===== config.mk =====
export PLATFORM = sky130hd
export DESIGN_NAME = comp_mag_seq
export DESIGN_NICKNAME = d
export VERILOG_FILES = /design/src/rtl/comp_mag_seq.sv
export SDC_FILE = /design/constraint.sdc
export NUM_CORES = 1
export LEC_CHECK = 0
export ABC_CLOCK_PERIOD_IN_PS = 3100
export BUFFER_PORTS_ARGS = -buffer_cell sky130_fd_sc_hd__buf_4
export CORE_MARGIN = 1
export CORE_UTILIZATION = 30
export DETAILED_ROUTE_END_ITERATION = 16
export PLACE_DENSITY_LB_ADDON = 0.15
export SLEW_MARGIN = 20
export SYNTH_ARGS = -nofsm -noshare
export SYNTH_HDL_FRONTEND = slang
export SYNTH_SLANG_ARGS = --single-unit

===== constraint.sdc =====
create_clock -name clk -period 3.1 [get_ports clk]
set_input_delay 0 -clock clk [delete_from_list [all_inputs] [get_ports clk]]
set_output_delay 0 -clock clk [all_outputs]
set_load 0.05 [all_outputs]

===== src/rtl/comp_mag_seq.sv =====
// -----------------------------------------------------------------------------
// comp_mag_seq
// Digit-serial magnitude comparator. Compares two W-bit operands D bits per
// clock, most significant digit first, and stops at the first digit that
// differs. A start/ready/done handshake frames each compare. gt/eq/lt are
// registered and hold until the next completion.
//
// Build option:
//   COMP_SIGNED_EN - operands are two's complement. The sign bit of both
//                    operands is inverted at load time, which maps signed
//                    order onto unsigned order. The rest of the datapath is
//                    unchanged, so latency is the same in both builds.
// -----------------------------------------------------------------------------
module comp_mag_seq #(
    parameter int W = 16,
    parameter int D = 4
) (
    input  logic         clk,
    input  logic         reset_n,
    input  logic         start,
    input  logic [W-1:0] a,
    input  logic [W-1:0] b,
    output logic         ready,
    output logic         done,
    output logic         gt,
    output logic         eq,
    output logic         lt
);

    localparam int N  = W / D;           // digits per operand
    localparam int CW = $clog2(N + 1);   // counter holds W/D down to 1

    // Reject geometries where the digits do not tile the operand exactly.
    generate
        if (W < 1 || D < 1 || D > W || (W % D) != 0) begin : g_bad_params
            $error("comp_mag_seq: need W >= 1, 1 <= D <= W and W %% D == 0 (W=%0d D=%0d)", W, D);
        end
    endgenerate

    typedef enum logic {
        IDLE = 1'b0,
        RUN  = 1'b1
    } state_t;

    state_t         state;
    logic [W-1:0]   sa;
    logic [W-1:0]   sb;
    logic [CW-1:0]  cnt;
    logic [W-1:0]   load_a;
    logic [W-1:0]   load_b;
    logic [D-1:0]   dig_a;
    logic [D-1:0]   dig_b;

`ifdef COMP_SIGNED_EN
    // Flipping the sign bit turns two's-complement order into unsigned order.
    localparam logic [W-1:0] SIGN_FLIP = W'(1) << (W - 1);
    assign load_a = a ^ SIGN_FLIP;
    assign load_b = b ^ SIGN_FLIP;
`else
    assign load_a = a;
    assign load_b = b;
`endif

    // The digit under test is always the top D bits of each shift register.
    assign dig_a = sa[W-1 -: D];
    assign dig_b = sb[W-1 -: D];

    // Idle is the only state in which a new request is accepted.
    assign ready = (state == IDLE);

    // Handshake FSM, digit datapath and registered result flags.
    // NOTE: every register here, shift registers included, is assigned with <=
    // so all of them update from the same pre-edge values; the shift registers
    // are reset as well so no stale operand survives an aborted compare.
    always_ff @(posedge clk or negedge reset_n) begin
        if (!reset_n) begin
            state <= IDLE;
            sa    <= '0;
            sb    <= '0;
            cnt   <= '0;
            done  <= 1'b0;
            gt    <= 1'b0;
            eq    <= 1'b0;
            lt    <= 1'b0;
        end else begin
            done <= 1'b0;
            case (state)
                IDLE: begin
                    if (start) begin
                        sa    <= load_a;
                        sb    <= load_b;
                        cnt   <= CW'(N);
                        state <= RUN;
                    end
                end
                RUN: begin
                    if (dig_a != dig_b) begin
                        // First differing digit decides the result.
                        gt    <= (dig_a > dig_b);
                        lt    <= (dig_a < dig_b);
                        eq    <= 1'b0;
                        done  <= 1'b1;
                        state <= IDLE;
                    end else if (cnt == CW'(1)) begin
                        // Last digit matched too: operands are equal.
                        gt    <= 1'b0;
                        lt    <= 1'b0;
                        eq    <= 1'b1;
                        done  <= 1'b1;
                        state <= IDLE;
                    end else begin
                        sa    <= sa << D;
                        sb    <= sb << D;
                        cnt   <= cnt - CW'(1);
                    end
                end
                default: state <= IDLE;
            endcase
        end
    end

endmodule


==> results of run 1 <==
[placed cells by master, fill, tap and decap left out]
master and instances:
a21o_1 1, a21oi_1 21, a21oi_2 2, a22oi_1 23, a31oi_1 1, a32o_1 1, buf_4 45, clkbuf_1 2
clkbuf_8 6, dfrtp_1 40, dlygate4sd3_1 24, ha_1 6, inv_1 12, mux2i_1 8, nand2_1 3, nand3_1 70
nand4_4 1, nor2_1 1, nor2b_1 1, o211a_1 1, o21ai_0 3, o2bb2ai_1 1, o311ai_0 1, o32ai_1 1
or3_1 2
[cells in the mapped netlist]
master and count:
a32o_1 1, dfrtp_1 40, inv_1 12, a21o_1 1
buf_2 10, nor2_1 1, o21ai_0 3, a21oi_1 21
a22oi_1 23, a21oi_2 2, nand4_4 1, o32ai_1 1
o2bb2ai_1 1, ha_1 6, o211a_1 1, buf_1 1
a31oi_1 1, mux2i_1 8, clkbuf_1 8, o311ai_0 1
nand2_1 3, nand3_1 70, nor2b_1 1, or3_1 2
[report_power, final]
| part | internal [mW] | total, mW | switching, mW |
|---|---|---|---|
| combinational | 0.477 | 1.28 | 0.800 |
| clock | 0.182 | 0.356 | 0.174 |
| sequential | 0.774 | 0.970 | 0.196 |
| total | 1.43 | 2.60 | 1.17 |
[area by class of cell]
cell class	instances	area, sq um	share of cell area
Timing Repair Buffer	69	578	0.211
Clock buffer	8	90.1	0.0329
Tap cell	77	96.3	0.0351
Inverter	12	45.0	0.0164
Sequential cell	40	1000	0.365
Multi-Input combinational cell	148	931	0.340
[registers in the layout (all words and copies together) (netlist names)]
| signal | count |
|---|---|
| sa | 16 |
| sb | 16 |
| cnt | 3 |
| done | 1 |
| eq | 1 |
| gt | 1 |
| lt | 1 |
| state | 1 |
[cells by family (layout without fill, tap and decap cells)]
kind of cell / after synthesis / count (layout) / synth area share
buf+inv: 31 / 89 / 0.0625
flops: 40 / 40 / 0.486
fa+ha+maj: 6 / 6 / 0.0364
mux: 8 / 8 / 0.0389
simple gates: 78 / 78 / 0.197
compound gates: 56 / 56 / 0.180
[critical path, cell delays in order, from the launching register on]
cell and delay (ns):
dfrtp_1 0.41, ha_1 0.36, nand4_4 0.15, a21o_1 0.58, buf_4 0.33, nand3_1 0.09, nand3_1 0.11
[metal layers]
metal | up-vias | wire length (microns)
met5 | - | 0
met4 | 0 | 46
met3 | 7 | 221
met2 | 47 | 2320
met1 | 877 | 2710
li1 | 922 | -
[worst max-delay path by stage]
stage                 from     to
finish              sa[15]  sa[6]
global route        sb[15]  sb[9]
CTS                 sa[13]  sb[4]
detailed placement  sa[13]  sb[4]
global placement    sa[13]  sa[6]
floorplan           sa[15]  sa[8]
[per-stage QoR]
stage / std cells / setup slack, ns
final: 354 / 0.990
after global routing: 354 / 0.822
after CTS: 354 / 0.974
after detailed placement: 322 / 0.996
after global placement: 322 / 1.01
after floorplan: 219 / 1.40
==> summary.txt, run 1 <==
Placed design
  • GP Congestion: 0.741
  • Dpl hpwl: 3430 microns
  • Number of port buffers: 39
  • Placed cell areas: 2410 sq um

Worst setup path
  • Worst Setup Start Kind: register
  • Worst reg2reg startpoint: sa[15]
  • Reg2Reg Setup Slack: 0.99 ns
  • Data required time of the worst path: 3.32 ns
  • Crit path kind: register to register
  • Worst EP arrival: 2.33 ns
  • Critical path peak fanout: 22
  • Cell count of the worst reg-to-reg path: 6
  • Crit. End Element: register
  • FF-to-FF End: sa[6]

Detailed routing
  • Initial DRC count: 115
  • Vias: 1853
  • Average wire per standard cell: 15.0 microns
  • Number of remaining DRC errors: 4
  • Routed vias/inst: 5.23
  • Antenna-violating nets left: 0
  • DRT Pass-1 Iters: 12
  • Drt total wl: 5300 microns

Logic synthesis
  • Sequential fraction of the synthesis area: 0.486
  • Mapped Cells: 219
  • YS warnings: 0
  • Syn_area_per_cell: 9.41 sq um
  • Library cells used by synthesis: 24
  • Leading area contributor after synthesis: dfrtp_1
  • Post-synth top area share: 0.486
  • Ranking of synthesized cells by area: dfrtp_1 (49%), nand3_1 (17%), a22oi_1 (8.4%)
  • Cell Area, Synth: 2060 sq um
  • Synthesis-stage register bit count: 40
  • Post-synthesis net count: 260

Clock tree
  • Setup repair bufs after CTS: 0
  • Number of gates resized after CTS: 0
  • CTS Buffer Depth: 2
  • H-tree level count: 2
  • Hold_buf cts: 24
  • CTS tree: built
  • Num CTS Buffers: 5
  • # clock sinks: 40
  • Clock Pin Slew Worst Setup and Hold Paths: 0.07 ns
  • Clk root buf: clkbuf_8
  • Worst skew pair latency: 0.28 ns

Final layout
  • Area Overhead vs Synth: 33.0%
  • Fillers: 674
  • Fin area: 2740 sq um
  • N_diodes: 0
  • Share of layout cells above drive strength 1: 0.195
  • Core Util, Final: 0.422
  • Final layout net count: 317

Timing
  • Final setup fails: 0
  • Post-layout min period: 2.11 ns
  • Worst slew margin: 0.510
  • Hold Vio Cnt, Final: 0
  • Setup clock skew after layout: 0.00346 ns
  • Fin. max-slew vios: 0
  • Fmax: 474 MHz
  • Worst hold margin: 0.0152 ns
  • Setup TNS: 0 ns
  • Worst Max-Slew Pin Slew: 0.734 ns
  • Final Cycle Share: 0.681
  • RSZ-0062 raised after global routing: no

Worst hold path
  • Hold path endpoint: sa[3]
  • Hold path depth: 3
  • Worst Hold Class: input port to register
  • Hold Crit Start: a[3]

Outcome
  • Failing checks: design-rule violations
  • Run status: complete, but fails checks

Power and ir drop
  • PnR Total Power: 2.60 mW
  • P per Cell Area: 950 nW/um^2
  • LEAKAGE: 1.24 nW
  • VDD IR-drop max: 404 uV

Global routing
  • GRT busiest layer: met2
  • First-pass GRT wire length: 9310 microns
  • Initial antenna violation count: 0
  • Largest net degree at the start of global routing: 56
  • Met2 usage: 0.259
  • Total grt overflow: 0
  • Tot GR Track Use: 0.163
  • Number of global-route vias before repair: 1894
  • GR Layer Usage met1: 0.234
  • GRT met3 Usage: 0.0263

Floorplanning
  • Die area: 7200 sq um
  • Die X: 84.9 microns
  • Die H: 84.9 microns
  • I/O Pins: 40
  • Rows: 29
  • Initial Util: 0.317
  • Core area: 6490 sq um

Run
  • Max-cap viol count: 0
(Power assumes the default switching activity.)
==> run 2, diff against run 1 <==
--- a/config.mk
+++ b/config.mk
@@ -5,7 +5,7 @@
 export SDC_FILE = /design/constraint.sdc
 export NUM_CORES = 1
 export LEC_CHECK = 0
-export ABC_CLOCK_PERIOD_IN_PS = 3100
+export ABC_CLOCK_PERIOD_IN_PS = 2000
 export BUFFER_PORTS_ARGS = -buffer_cell sky130_fd_sc_hd__buf_4
 export CORE_MARGIN = 1
 export CORE_UTILIZATION = 30
==> constraint.sdc (replaced) <==
create_clock -name clk -period 2 [get_ports clk]
set_input_delay 0 -clock clk [delete_from_list [all_inputs] [get_ports clk]]
set_output_delay 0 -clock clk [all_outputs]
set_load 0.05 [all_outputs]
==> run 2 against run 1 <==
  * The run still ends with design-rule violations left
  * Combinational power grew 60%
  * Clock skew grew 0.0025 ns
  * Sequential share of layout area shrank 0.75 points
  * Critical path type unchanged
  * Critical endpoint is now sa[8]
  * Largest cell class unchanged
  * Largest power group unchanged
==> summary.txt, run 2 (synthesized netlist as in run 1, its figures left out) <==
Outcome
  • Run status: complete, but fails checks
  • Failing checks: design-rule violations

Worst setup path
  • Worst Setup Start Kind: register
  • Worst EP arrival: 1.98 ns
  • Crit path kind: register to register
  • Data required time of the worst path: 2.19 ns
  • Crit. End Element: register
  • Critical path peak fanout: 8

Final layout
  • Core Util, Final: 0.431
  • Leading cell type in the layout, fill and taps excluded: nand3_1
  • Area Overhead vs Synth: 35.8%
  • N_diodes: 0
  • Non-Filler Instances: 361
  • Share of layout cells above drive strength 1: 0.208
  • Commonest cells after routing, fill and taps aside: nand3_1 (70), buf_4 (50), dfrtp_1 (40)
  • Final layout net count: 324
  • Top Registers: sa (16), sb (16), cnt (3)

Timing
  • Fin. max-slew vios: 0
  • Worst slew margin: 0.641
  • Final setup fails: 0
  • Setup TNS: 0 ns
  • Fmax: 558 MHz
  • Post-layout min period: 1.79 ns
  • Hold Vio Cnt, Final: 0
  • Final Cycle Share: 0.895
  • Worst hold margin: 0.0140 ns
  • Worst Max-Slew Pin Slew: 0.538 ns
  • RSZ-0062 raised after global routing: no
  • Setup clock skew after layout: 0.00595 ns

Power and ir drop
  • P per Cell Area: 1480 nW/um^2
  • LEAKAGE: 1.28 nW
  • PnR Total Power: 4.13 mW
  • VDD IR-drop max: 817 uV

Placed design
  • Number of port buffers: 39
  • GP Congestion: 0.767
  • Dpl hpwl: 3610 microns
  • Placed cells: 327

Clock tree
  • CTS tree: built
  • Hold_buf cts: 26
  • Setup repair bufs after CTS: 0
  • H-tree level count: 2
  • Clock Pin Slew Worst Setup and Hold Paths: 0.08 ns
  • # clock sinks: 40
  • CTS Buffer Depth: 2
  • Number of gates resized after CTS: 0
  • Num CTS Buffers: 5
  • Worst skew pair latency: 0.29 ns
  • Clk root buf: clkbuf_8

Detailed routing
  • Average wire per standard cell: 15.1 microns
  • Number of remaining DRC errors: 4
  • Metal-1 WL: 2590 microns
  • DRT Pass-1 Iters: 10
  • Routed vias/inst: 5.37
  • Drt total wl: 5470 microns
  • Met3 WL: 289 microns
  • Uppermost layer routed: met4
  • Initial DRC count: 139
  • DR WL met2: 2520 microns
  • Antenna-violating nets left: 0
  • Vias: 1940

Global routing
  • Total grt overflow: 0
  • Number of global-route vias before repair: 1877
  • Tot GR Track Use: 0.166
  • First-pass GRT wire length: 9320 microns
  • Largest net degree at the start of global routing: 41
  • Initial antenna violation count: 0

Floorplanning
  • Initial Util: 0.317
  • I/O Pins: 40
  • Rows: 29
  • Die area: 7200 sq um
  • Die X: 84.9 microns
  • Core area: 6490 sq um
  • Die H: 84.9 microns

Worst hold path
  • Worst Hold Class: input port to register

Run
  • Max-cap viol count: 0
-- run 2: cell count changes in the layout (fill, tap and decap cells not counted) --
cell,change
dlygate4sd3_1,+2
buf_4,+5
-- run 2: worst max-delay path, cell delays in order, from the launching register on --
cell	delay [ns]
dfrtp_1	0.41
ha_1	0.37
nand4_4	0.16
a21o_1	0.28
or3_1	0.33
o211a_1	0.13
-- run 2: area by class of cell --
| class | instances | area, sq um |
|---|---|---|
| multi-input combinational | 148 | 931 |
| clock buffer | 8 | 90.1 |
| sequential | 40 | 1000 |
| fill | 652 | 3700 |
| inverter | 12 | 45.0 |
| timing repair buffer | 76 | 636 |
| tap | 77 | 96.3 |
-- run 2: through the flow --
stage | area, sq um | worst slack [ns]
floorplan | 2060 | 0.304
global route | 2800 | 0.0707
global placement | 2450 | 0.259
CTS | 2800 | 0.212
finish | 2800 | 0.209
detailed placement | 2450 | 0.228
-- run 2: worst paths after layout --
kind / startpoint / endpoint / slack [ns] / cells past startpoint
max in group asynchronous: reset_n / state / 1.40 / 2
min reg2reg: gt / gt / 0.51 / 1
min in group asynchronous: reset_n / done / 0.22 / 2
max: sa[15] / sa[8] / 0.21 / 5
min: b[2] / sb[2] / 0.01 / 3
max reg2reg: sa[15] / sa[8] / 0.21 / 5
-- run 2: report_power, final --
| part | internal [mW] | switching, mW | leakage [nW] |
|---|---|---|---|
| Combinational | 0.803 | 1.25 | 0.749 |
| Clock | 0.282 | 0.283 | 0.0455 |
| Sequential | 1.20 | 0.311 | 0.484 |
-- run 2: layer usage --
metal  vias up  global-route usage
li1        935                   -
met4         0              0.0508
met3         7              0.0311
met2        67               0.256
met5         -                   0
met1       931               0.237
